$ cat config.mk
export PLATFORM = sky130hd
export DESIGN_NAME = q_sign_scaler
export DESIGN_NICKNAME = d
export VERILOG_FILES = /design/src/rtl/q_sign_scaler.sv
export SDC_FILE = /design/constraint.sdc
export NUM_CORES = 1
export LEC_CHECK = 0
export CORE_MARGIN = 3
export CORE_UTILIZATION = 30
export CTS_CLUSTER_SIZE = 40
export DETAILED_ROUTE_END_ITERATION = 10
export PLACE_DENSITY = 0.46
export SLEW_MARGIN = 20
export SYNTH_ARGS = -nofsm -noshare
export SYNTH_HDL_FRONTEND = slang
export SYNTH_SLANG_ARGS = --single-unit
$ cat constraint.sdc
create_clock -name clk -period 3.3 [get_ports clk]
set_input_delay 0.825 -clock clk [delete_from_list [all_inputs] [get_ports clk]]
set_output_delay 0.825 -clock clk [all_outputs]
set_load 0.03 [all_outputs]
$ cat src/rtl/q_sign_scaler.sv
// Sign-selected Q(INT_W).(FRAC_W) scaler: A<0 -> C = A >>> sh, A>0 -> C = B <<< sh (saturating), A==0 -> C = 0.
// Optional macro Q_SCALE_ROUND_EN: DIV results are rounded half-up using the last bit shifted out.
module q_sign_scaler #(
    parameter int INT_W  = 8,
    parameter int FRAC_W = 8,
    parameter int SHW    = 4
) (
    input  logic                      clk,
    input  logic                      rst_b,
    input  logic                      start,
    input  logic [INT_W+FRAC_W-1:0]   A,
    input  logic [INT_W+FRAC_W-1:0]   B,
    input  logic [SHW-1:0]            sh,
    output logic                      busy,
    output logic                      done,
    output logic [INT_W+FRAC_W-1:0]   C,
    output logic [1:0]                sel,
    output logic                      ovf
);

    localparam int W = INT_W + FRAC_W;

    typedef enum logic [1:0] {
        S_IDLE  = 2'd0,
        S_EVAL  = 2'd1,
        S_SHIFT = 2'd2,
        S_DONE  = 2'd3
    } state_t;

    typedef enum logic [1:0] {
        OP_CLR = 2'b00,
        OP_MUL = 2'b01,
        OP_DIV = 2'b10
    } op_t;

    // Saturation bound with the sign of the operand being shifted.
    function automatic logic [W-1:0] sat_value(input logic neg);
        logic [W-1:0] v;
        if (neg) begin
            v = {1'b1, {(W-1){1'b0}}};
        end else begin
            v = {1'b0, {(W-1){1'b1}}};
        end
        return v;
    endfunction

    state_t         state_q, state_d;
    op_t            op_q, op_d;
    logic [W-1:0]   ra_q, ra_d;
    logic [W-1:0]   rb_q, rb_d;
    logic [W-1:0]   rc_q, rc_d;
    logic [SHW-1:0] cnt_q, cnt_d;
    logic           sat_q, sat_d;
    logic           busy_q, busy_d;
    logic           done_q, done_d;
    logic [W-1:0]   c_q, c_d;
    logic [1:0]     sel_q, sel_d;
    logic           ovf_q, ovf_d;

    logic [W-1:0]   rc_step;
    logic           sat_step;
    logic [W-1:0]   rc_eval;
    op_t            op_eval;
    logic [W-1:0]   shift_result;
    logic           last_step;

`ifdef Q_SCALE_ROUND_EN
    logic           guard_q, guard_d;
    logic           guard_step;
`endif

    // One shift step of RC for the current operation.
    always_comb begin
        rc_step  = rc_q;
        sat_step = sat_q;
`ifdef Q_SCALE_ROUND_EN
        guard_step = guard_q;
`endif
        case (op_q)
            OP_DIV: begin
                rc_step = {rc_q[W-1], rc_q[W-1:1]};
`ifdef Q_SCALE_ROUND_EN
                guard_step = rc_q[0];
`endif
            end
            OP_MUL: begin
                // Once saturated, the bound is held for the remaining steps.
                if ((rc_q[W-1] != rc_q[W-2]) || sat_q) begin
                    rc_step  = sat_value(rc_q[W-1]);
                    sat_step = 1'b1;
                end else begin
                    rc_step  = {rc_q[W-2:0], 1'b0};
                    sat_step = sat_q;
                end
            end
            default: begin
                rc_step  = rc_q;
                sat_step = sat_q;
            end
        endcase
    end

    // Result presented on the final shift step; rounding adds the last bit shifted out.
    always_comb begin
`ifdef Q_SCALE_ROUND_EN
        if (op_q == OP_DIV) begin
            shift_result = rc_step + {{(W-1){1'b0}}, guard_step};
        end else begin
            shift_result = rc_step;
        end
`else
        shift_result = rc_step;
`endif
        last_step = (cnt_q == {{(SHW-1){1'b0}}, 1'b1});
    end

    // Operation classification from the latched selector operand.
    always_comb begin
        if (ra_q[W-1]) begin
            op_eval = OP_DIV;
            rc_eval = ra_q;
        end else if (ra_q == {W{1'b0}}) begin
            op_eval = OP_CLR;
            rc_eval = {W{1'b0}};
        end else begin
            op_eval = OP_MUL;
            rc_eval = rb_q;
        end
    end

    // Next-state and datapath control.
    always_comb begin
        state_d = state_q;
        op_d    = op_q;
        ra_d    = ra_q;
        rb_d    = rb_q;
        rc_d    = rc_q;
        cnt_d   = cnt_q;
        sat_d   = sat_q;
        c_d     = c_q;
        sel_d   = sel_q;
        ovf_d   = ovf_q;
`ifdef Q_SCALE_ROUND_EN
        guard_d = guard_q;
`endif
        case (state_q)
            S_IDLE, S_DONE: begin
                if (start) begin
                    ra_d    = A;
                    rb_d    = B;
                    cnt_d   = sh;
                    state_d = S_EVAL;
                end else begin
                    state_d = S_IDLE;
                end
            end
            S_EVAL: begin
                op_d  = op_eval;
                rc_d  = rc_eval;
                sat_d = 1'b0;
`ifdef Q_SCALE_ROUND_EN
                guard_d = 1'b0;
`endif
                if ((op_eval == OP_CLR) || (cnt_q == {SHW{1'b0}})) begin
                    state_d = S_DONE;
                    c_d     = rc_eval;
                    sel_d   = op_eval;
                    ovf_d   = 1'b0;
                end else begin
                    state_d = S_SHIFT;
                end
            end
            S_SHIFT: begin
                rc_d  = rc_step;
                sat_d = sat_step;
                cnt_d = cnt_q - {{(SHW-1){1'b0}}, 1'b1};
`ifdef Q_SCALE_ROUND_EN
                guard_d = guard_step;
`endif
                if (last_step) begin
                    state_d = S_DONE;
                    c_d     = shift_result;
                    sel_d   = op_q;
                    ovf_d   = sat_step;
                end else begin
                    state_d = S_SHIFT;
                end
            end
            default: begin
                state_d = S_IDLE;
            end
        endcase
        busy_d = (state_d == S_EVAL) || (state_d == S_SHIFT);
        done_d = (state_d == S_DONE);
    end

    // State, operand and output registers.
    always_ff @(posedge clk or negedge rst_b) begin
        if (!rst_b) begin
            state_q <= S_IDLE;
            op_q    <= OP_CLR;
            ra_q    <= {W{1'b0}};
            rb_q    <= {W{1'b0}};
            rc_q    <= {W{1'b0}};
            cnt_q   <= {SHW{1'b0}};
            sat_q   <= 1'b0;
            busy_q  <= 1'b0;
            done_q  <= 1'b0;
            c_q     <= {W{1'b0}};
            sel_q   <= 2'b00;
            ovf_q   <= 1'b0;
        end else begin
            state_q <= state_d;
            op_q    <= op_d;
            ra_q    <= ra_d;
            rb_q    <= rb_d;
            rc_q    <= rc_d;
            cnt_q   <= cnt_d;
            sat_q   <= sat_d;
            busy_q  <= busy_d;
            done_q  <= done_d;
            c_q     <= c_d;
            sel_q   <= sel_d;
            ovf_q   <= ovf_d;
        end
    end

`ifdef Q_SCALE_ROUND_EN
    // Last bit shifted out of a DIV, used for round-half-up.
    always_ff @(posedge clk or negedge rst_b) begin
        if (!rst_b) begin
            guard_q <= 1'b0;
        end else begin
            guard_q <= guard_d;
        end
    end
`endif

    assign busy = busy_q;
    assign done = done_q;
    assign C    = c_q;
    assign sel  = sel_q;
    assign ovf  = ovf_q;

endmodule
==> key figures, run 1 <==
Worst setup path
  • CP required: 3.52 ns
  • CP Launch Type: flop
  • Crit. End Element: flop
  • Crit path max fanout: 19
  • Crit Path Class: reg2reg
  • Arrival @ worst endpoint: 2.61 ns
  • Crit-path cells: inv_1, ha_1, inv_2, o21ai_0, a31oi_1, a221o_1, mux2_2
  • Crit-path max cell delay: 0.69 ns
  • Critical-path top delay cell: ha_1

Power
  • Clk pwr share: 16.5%
  • PwrDens: 1260 nW/um^2
  • Total Power: 6.07 mW
  • Static Leak: 1.94 nW
  • Pint: 3.58 mW
  • Sw frac: 41.0%
  • Sw power: 2.49 mW
  • Reg power frac: 31.0%
  • Comb pwr share: 52.5%
  • Peak supply drop: 0.400 mV

Yosys
  • Number of synthesis warnings: 0
  • Post-synth top area share: 52.1%
  • Share of the yosys chip area belonging to registers: 52.1%
  • Cells after Synth: 321
  • Synth Net Count: 366
  • Post-synth top flop: dfrtp_1
  • Cell with the most instances after synthesis: dfrtp_1
  • Post-synth top cells: dfrtp_1 (78), mux2_2 (59), a21oi_1 (24), o21ai_0 (18), clkbuf_1 (17)
  • Cell taking the most area after synthesis: dfrtp_1
  • EDFF count, synth: 0
  • Mean Syn Cell Area: 11.7 sq um
  • Post-Syn Area: 3750 sq um
  • Unique masters post-synth: 42
  • Area contributors post-synth: dfrtp_1 (52%), mux2_2 (18%), a221o_1 (3.5%), a21oi_1 (3.2%), o21ai_0 (2.4%)
  • Asr flop ratio synth: 100%
  • #FFs+latches synth: 78

STA
  • Clock Skew: 0.00694 ns
  • Fin crit period: 2.39 ns
  • Setup ws final: 0.912 ns
  • Setup TNS: 0 ns
  • RSZ-0062 raised after global routing: false
  • Max transition margin: 34.0%
  • Final worst path period share: 72.4%
  • Final hold vios: 0
  • Measured slew at the worst slew-check pin: 0.983 ns
  • WHS: 0.479 ns
  • Slew Limit Fails: 0
  • Achievable Freq: 419 MHz
  • Endpoints failing setup: 0

Finish
  • ANT cells: 0
  • NumNets Final: 423
  • FF+latch area: 1950 sq um
  • Area Growth Syn to Fin: 29.0%
  • Post-layout util: 39.9%
  • Share of layout cells above drive strength 1: 24.3%
  • Layout fillers: 1202
  • Multi-input gate area: 1680 sq um

Routing
  • Vias: 2795
  • Wire length per cell: 17.2 um
  • Drt first pass iters: 4
  • Routed Antenna Nets: 0
  • Initial drt markers: 154
  • Vias per cell: 5.07
  • Final WL: 9.46 mm
  • DRC viols: 0

Place
  • Post-Place Worst Slack: 0.887 ns
  • Port bufs: 59
  • DPL Wire Length: 6.47 mm
  • RePlAce Congestion: 0.781

Clocking
  • Resize count post-CTS: 0
  • CTS Hold Bufs: 0
  • CTS tree: built
  • Clock sink count: 78
  • CTS buffer count: 9
  • Setup bufs post-CTS: 0
  • Clock Path Buffers: 2
  • H-tree levels: 3
  • Clk_lat worst skew: 0.33 ns
  • Clock-pin transition on the worst setup and hold timing paths: 0.06 ns
  • CTS root buf: clkbuf_16

Hold path
  • Worst hold path type: reg2reg

GRT
  • Initial antenna violation count: 0
  • First-pass GRT wire length: 15.5 mm
  • Largest net degree at the start of global routing: 79
  • GRT Util Overall: 14.0%
  • GR Overflow Total: 0
  • Number of global-route vias before repair: 2892

Die
  • Die Width: 118 um
  • # rows: 40
  • Initial Utilization: 30.9%
  • # IOs: 60
  • CORE AREA: 12100 sq um
  • Die area: 13900 sq um
  • Die Span Y: 118 um

Run
  • # Max-Cap Violations: 0

Status
  • Status: finished, final reports clean
-- worst max-delay path, delay by kind of cell (launching register included) --
| family | cells | cell delay [ns] |
|---|---|---|
| fa+ha+maj | 1 | 0.69 |
| buf+inv | 2 | 0.30 |
| flops | 1 | 0.37 |
| mux | 1 | 0.26 |
| compound gates | 3 | 0.65 |
-- cells by family (layout without fill, tap and decap cells) --
kind of cell | count (synthesis) | count (layout) | share of synthesized area, %
buffers and inverters | 32 | 94 | 3.44
AND/OR/NAND/NOR | 50 | 50 | 7.58
multiplexers | 61 | 61 | 18.3
flip-flops | 78 | 78 | 52.1
XOR/XNOR | 1 | 1 | 0.234
adder cells (fa/ha/maj) | 6 | 6 | 2.00
AO/OA/AOI/OAI | 93 | 93 | 16.3
-- cell usage in the layout, fill, tap and decap left out, types with 2 or more instances in the layout --
cell and count:
a21oi_1 24, a221o_1 13, a221oi_1 3, a31oi_1 13, buf_4 8, clkbuf_16 9
clkdlybuf4s50_1 58, clkinvlp_4 2, dfrtp_1 78, ha_1 6, inv_1 9, inv_2 2
mux2_2 59, nand2_1 13, nand2b_1 3, nand3_1 16, nor2_1 3, nor2b_1 3
nor4_2 4, o21ai_0 18, o21ai_1 6, o22a_1 2, o22ai_1 3, o31ai_1 3
-- power by group through the flow --
stage                     sequential (mW)  combinational (mW)  clock, mW
after floorplan                      1.99                2.12          0
after global placement               1.90                3.14          0
after detailed placement             1.90                3.21          0
after CTS                            1.89                3.22       1.02
after global routing                 1.96                3.50       1.07
final                                1.88                3.19       1.00
-- stage by stage --
stage               instance area [sq um]  cells
global placement                     4520    535
detailed placement                   4520    535
CTS                                  4820    551
global route                         4830    551
finish                               4830    551
floorplan                            3750    321
-- flip-flops by register name, summed over array words and instances, names as in the netlist --
register,flops
ovf,1
state_q,2
op_q,2
rb_q,16
done,1
sat_q,1
sel,2
ra_q,16
rc_q,16
C,16
cnt_q,4
busy,1
-- layer usage --
metal	GRT usage (%)	routed length [um]	vias to the layer above
met2	22.9	4540	58
li1	-	-	1318
met4	4.62	160	0
met3	3.36	372	12
met5	0	0	-
met1	18.2	4390	1407
-- layout make-up --
type                            instances  share of cell area, %
Tap cell                              168                   4.35
Clock buffer                           11                   5.02
Multi-Input combinational cell        211                   34.7
Clock inverter                          5                   1.22
Timing Repair Buffer                   67                   13.5
Sequential cell                        78                   40.4
Inverter                               11                  0.854
-- worst paths after layout --
path / startpoint / to / slack, ns / cells after the start
setup / recovery: op_q[0] / C[3] / 0.91 / 7
hold / removal: ovf / ovf / 0.48 / 2
setup reg to reg: op_q[0] / C[3] / 0.91 / 7
hold reg to reg: ovf / ovf / 0.48 / 2
max in group asynchronous: rst_b / ra_q[9] / 2.29 / 1
min in group asynchronous: rst_b / cnt_q[2] / 0.53 / 1
Note: power is estimated with default switching activity, not from simulation.
==> run 2, diff against run 1 <==
PLACE_DENSITY = 0.48   (was 0.46)
clock period = 1.9 ns   (was 3.3 ns; I/O delays follow)
==> key figures, run 2 (synthesis results as in run 1) <==
Clocking
  • CTS Hold Bufs: 0 (unchanged)
  • CTS root buf: clkbuf_16
  • CTS tree: built
  • Clk_lat worst skew: 0.34 ns (about the same)
  • H-tree levels: 3 (unchanged)
  • Clock-pin transition on the worst setup and hold timing paths: 0.06 ns (about the same)
  • Clock Path Buffers: 2 (unchanged)
  • Clock sink count: 78 (unchanged)
  • CTS buffer count: 9 (unchanged)

Routing
  • DRC viols: 0 (unchanged)
  • Wire length per cell: 17.0 um (-0.96%)
  • Drt first pass iters: 5 (+1)
  • Vias per cell: 5.04 (-0.64%)
  • Vias: 3024 (+8.2%)
  • Initial drt markers: 228 (+48%)
  • Routed Antenna Nets: 0 (unchanged)
  • Final WL: 10.2 mm (+7.9%)

STA
  • Endpoints failing setup: 26 (+26)
  • Final hold vios: 0 (unchanged)
  • Setup TNS: -0.873 ns (-0.873 ns)
  • Fin crit period: 1.96 ns (-0.432 ns)
  • Slew Limit Fails: 0 (unchanged)
  • WHS: 0.0991 ns (-0.380 ns)
  • Setup ws final: -0.0565 ns (-0.968 ns)
  • Achievable Freq: 511 MHz (+22%)
  • RSZ-0062 raised after global routing: true
  • Clock Skew: 0.00769 ns (+0.000749 ns)
  • Measured slew at the worst slew-check pin: 0.698 ns (-0.285 ns)
  • Max transition margin: 53.2% (+19 points)
  • Final worst path period share: 103% (+31 points)

Die
  • # IOs: 60 (unchanged)
  • CORE AREA: 12100 sq um (unchanged)
  • Die Span Y: 118 um (unchanged)
  • # rows: 40 (unchanged)
  • Die area: 13900 sq um (unchanged)
  • Die Width: 118 um (unchanged)
  • Initial Utilization: 30.9% (unchanged)

Power
  • PwrDens: 2240 nW/um^2 (+78%)
  • Total Power: 12.2 mW (+100%)
  • Peak supply drop: 0.649 mV (+62%)
  • Static Leak: 2.30 nW (+19%)

Place
  • DPL Wire Length: 7.14 mm (+10%)
  • Placed insts: 581 (+8.6%)
  • Port bufs: 59 (unchanged)
  • RePlAce Congestion: 0.792 (+1.4%)

Finish
  • Layout fillers: 1187 (-1.2%)
  • Area Growth Syn to Fin: 45.7%
  • ANT cells: 0 (unchanged)
  • Most frequent cells in the layout: dfrtp_1 (78), clkdlybuf4s50_1 (56), mux2_2 (50)
  • Commonest non-fill, non-tap cell in the layout: dfrtp_1
  • Share of layout cells above drive strength 1: 36.8% (+13 points)
  • NumNets Final: 473 (+12%)
  • Layout Cells excl Fill: 600 (+8.9%)

Status
  • Status: finished with violations
  • Failing checks: setup timing

Worst setup path
  • CP Launch Type: flop
  • Crit path max fanout: 5 (-14)
  • Crit. End Element: flop
  • Reg-to-Reg End: rc_q[12]
  • Reg2reg path depth: 6 (-1)
  • Crit Path Class: reg2reg
  • CP required: 2.12 ns (-1.40 ns)
  • Reg2reg setup slack: -0.06 ns (-0.97 ns)
  • Arrival @ worst endpoint: 2.18 ns (-0.43 ns)
  • R2R Path Start: ra_q[14]

Hold path
  • Worst hold path type: in2async

GRT
  • First-pass GRT wire length: 16.2 mm (+4.8%)
  • GR Overflow Total: 0 (unchanged)
  • Number of global-route vias before repair: 3086 (+6.7%)
  • Largest net degree at the start of global routing: 37 (-53%)
  • GRT Util Overall: 14.7% (+0.72 points)
  • Initial antenna violation count: 0 (unchanged)

Run
  • # Max-Cap Violations: 0 (unchanged)
[run 2: metal layers]
metal	routed length (um)	GRT usage (%)	share of wire [%]	up-vias
met5	0	0	0	-
met4	197	5.86	1.9	0
met3	389	2.07	3.8	13
met2	5000	24.2	49	92
met1	4620	19.6	45	1500
li1	-	-	-	1419
[run 2: layout make-up]
cell class | instances | area, sq um | share of cell area (%)
flip-flops and latches | 78 | 1950 | 35.8
multi-input cells | 211 | 1840 | 33.6
repair buffers | 117 | 1130 | 20.7
clock buffers | 10 | 239 | 4.38
well taps | 168 | 210 | 3.85
clock inverters | 5 | 50.0 | 0.917
inverters | 11 | 41.3 | 0.757
[run 2: what timing repair did]
action	in CTS	in global routing
pin swaps	3	15
gates resized for setup	28	19
setup buffers	0	1
hold endpoints to repair	0	0
setup endpoints to repair	27	39
gates cloned	1	2
[run 2: power breakdown]
part           switching, mW  internal, mW  total [mW]
sequential             0.641          2.55        3.20
combinational           3.50          3.84        7.34
clock                  0.666          1.04        1.70
total                   4.81          7.43        12.2
[run 2: critical path: stages (launching register included)]
cell and delay [ns]:
dfrtp_1 0.39, nor4_2 0.30, buf_4 0.19, a41oi_4 0.16, buf_6 0.18, a221o_1 0.36, mux2_2 0.26
[run 2: worst max path at each step]
| stage | slack [ns] | end | from | cells past startpoint |
|---|---|---|---|---|
| 6_report | -0.06 | rc_q[12] | ra_q[14] | 6 |
| 5_1_grt | -0.11 | C[11] | ra_q[14] | 6 |
| 4_1_cts | -0.05 | rc_q[14] | ra_q[7] | 6 |
| 3_5_place_dp | -0.30 | rc_q[14] | op_q[1] | 7 |
| 3_3_place_gp | -0.27 | rc_q[14] | op_q[1] | 7 |
| 2_1_floorplan | 0.003 | rc_q[4] | ra_q[15] | 5 |
[run 2: stage by stage]
step / setup WS [ns] / utilization [%] / instance area, sq um
after floorplan: 0.00294 / - / 3750
after global placement: -0.265 / 40.6 / 4920
after detailed placement: -0.301 / 40.6 / 4920
after CTS: -0.0504 / 44.2 / 5350
after global routing: -0.107 / 45.1 / 5460
final: -0.0565 / 45.1 / 5460
==> run 3, diff against run 2 <==
PLACE_DENSITY = default   (was 0.48)
PLACE_DENSITY_LB_ADDON = 0.25   (was default)
==> key figures, run 3 (synthesis results as in run 1) <==
Status
  • Status: finished with violations
  • Failing checks: setup timing

Finish
  • NumNets Final: 473 (unchanged)
  • Layout fillers: 1177 (-0.84%)
  • Commonest non-fill, non-tap cell in the layout: dfrtp_1
  • FF+latch area: 1950 sq um (unchanged)
  • Area Growth Syn to Fin: 45.9%
  • Share of layout cells above drive strength 1: 37.2% (+0.38 points)
  • ANT cells: 0 (unchanged)
  • Most frequent cells in the layout: dfrtp_1 (78), clkdlybuf4s50_1 (58), mux2_2 (51)
  • Final instance area: 5470 sq um (+0.16%)
  • Multi-input gate area: 1820 sq um (-0.89%)
  • Layout Cells excl Fill: 601 (+0.17%)
  • Post-layout util: 45.1% (+0.072 points)

Worst setup path
  • Crit. End Element: flop
  • Crit Path Class: reg2reg
  • Reg2reg path depth: 6 (unchanged)
  • CP required: 2.12 ns (about the same)
  • Arrival @ worst endpoint: 2.12 ns (-0.06 ns)
  • CP Launch Type: flop
  • Crit path max fanout: 8 (+3)

STA
  • Setup ws final: -0.00339 ns (+0.0531 ns)
  • Clock Skew: 0.00931 ns (+0.00162 ns)
  • Final hold vios: 0 (unchanged)
  • Fin crit period: 1.90 ns (-0.0531 ns)
  • Max transition margin: 68.8% (+16 points)
  • Slew Limit Fails: 0 (unchanged)
  • RSZ-0062 raised after global routing: true
  • Final worst path period share: 100% (-2.8 points)
  • Setup TNS: -0.00586 ns (+0.867 ns)
  • Measured slew at the worst slew-check pin: 0.468 ns (-0.230 ns)
  • Achievable Freq: 525 MHz (+2.8%)
  • Endpoints failing setup: 2 (-92%)

GRT
  • GRT Util Overall: 14.2% (-0.47 points)
  • Largest net degree at the start of global routing: 79 (+110%)
  • Initial antenna violation count: 0 (unchanged)
  • Grt met2 use: 23.5% (-0.72 points)
  • GR Overflow Total: 0 (unchanged)
  • Most used routing layer: met2
  • Global routing usage on met1: 18.6% (-0.98 points)
  • Number of global-route vias before repair: 3098 (+0.39%)
  • GR Layer Usage met3: 3.03% (+0.96 points)
  • First-pass GRT wire length: 15.9 mm (-2.1%)

Power
  • Reg power frac: 26.1% (about the same)
  • Clk pwr share: 15.2% (+1.3 points)
  • Static Leak: 2.28 nW (-0.94%)
  • Comb pwr share: 58.6% (-1.4 points)
  • PwrDens: 2260 nW/um^2 (+0.59%)
  • Sw power: 4.76 mW (-0.97%)
  • Peak supply drop: 0.835 mV (+29%)
  • Pint: 7.57 mW (+1.9%)
  • Sw frac: 38.6% (-0.67 points)

Routing
  • Vias per cell: 4.97 (-1.4%)
  • Vias: 2987 (-1.2%)
  • DRC viols: 0 (unchanged)
  • Routed Antenna Nets: 0 (unchanged)
  • Final WL: 9.73 mm (-4.7%)
  • Wire length per cell: 16.2 um (-4.9%)
  • Drt first pass iters: 4 (-1)
  • Initial drt markers: 140 (-39%)

Place
  • RePlAce Congestion: 0.825 (+4.2%)
  • DPL Wire Length: 6.85 mm (-4.0%)
  • Dpl cell area: 4910 sq um (about the same)
  • Port bufs: 59 (unchanged)
  • Post-Place Worst Slack: -0.280 ns (+0.0213 ns)
  • Placed insts: 579 (-0.34%)

Clocking
  • CTS buffer count: 9 (unchanged)
  • CTS tree: built
  • CTS root buf: clkbuf_16
  • Clock Path Buffers: 2 (unchanged)
  • Clock-pin transition on the worst setup and hold timing paths: 0.06 ns (about the same)
  • Clock sink count: 78 (unchanged)
  • H-tree levels: 3 (unchanged)
  • CTS Hold Bufs: 0 (unchanged)
  • Clk_lat worst skew: 0.33 ns (about the same)

Die
  • # IOs: 60 (unchanged)
  • Die area: 13900 sq um (unchanged)
  • Die Width: 118 um (unchanged)
  • CORE AREA: 12100 sq um (unchanged)
  • # rows: 40 (unchanged)
  • Initial Utilization: 30.9% (unchanged)
  • Die Span Y: 118 um (unchanged)

Hold path
  • Worst hold path type: in2async

Run
  • # Max-Cap Violations: 0 (unchanged)
run 3: path summary, 6_finish.rpt:
path                       startpoint  slack, ns  endpoint
min                             rst_b       0.16      busy
min in group clk                C[15]       0.48     C[15]
min reg2reg                     C[15]       0.48     C[15]
max reg2reg                  ra_q[13]     -0.003  rc_q[12]
max in group asynchronous       rst_b       1.41   rc_q[9]
max                          ra_q[13]     -0.003  rc_q[12]
run 3: power by group through the flow:
stage / sequential [mW] / clock (mW) / combinational [mW]
after global routing: 3.33 / 1.99 / 7.82
after CTS: 3.19 / 1.92 / 6.87
after global placement: 3.17 / 0 / 6.43
final: 3.22 / 1.88 / 7.23
after floorplan: 3.45 / 0 / 3.71
after detailed placement: 3.18 / 0 / 6.57
run 3: critical path, cell delays in order (launching register included):
cell and delay (ns):
dfrtp_1 0.39, nor4_2 0.29, buf_4 0.18, a41oi_4 0.13
buf_6 0.17, a221o_1 0.37, mux2_4 0.26
run 3: cell type report:
cell class,instances,area share (%)
clock inverter,6,1.56
clock buffer,10,4.37
inverter,11,0.755
sequential,78,35.7
multi-input combinational,211,33.3
timing repair buffer,117,20.5
tap,168,3.85
run 3: stage by stage:
stage / hold slack, ns / power [mW]
after floorplan: 0.179 / 7.16
after global placement: 0.475 / 9.61
after detailed placement: 0.477 / 9.75
after CTS: 0.180 / 12.0
after global routing: 0.200 / 13.1
final: 0.162 / 12.3
run 3: per-layer routing:
layer	part of all wire, %	up-vias
met5	0	-
met4	1.3	0
met1	45	1504
met3	3.6	7
li1	-	1417
met2	50	59
run 3: timing repair:
action,in CTS,in global routing
endpoints found under the hold margin,0,0
resized for setup,24,27
setup buffers,1,4
pin swaps,10,6
gates cloned,1,0
setup endpoints to repair,27,31
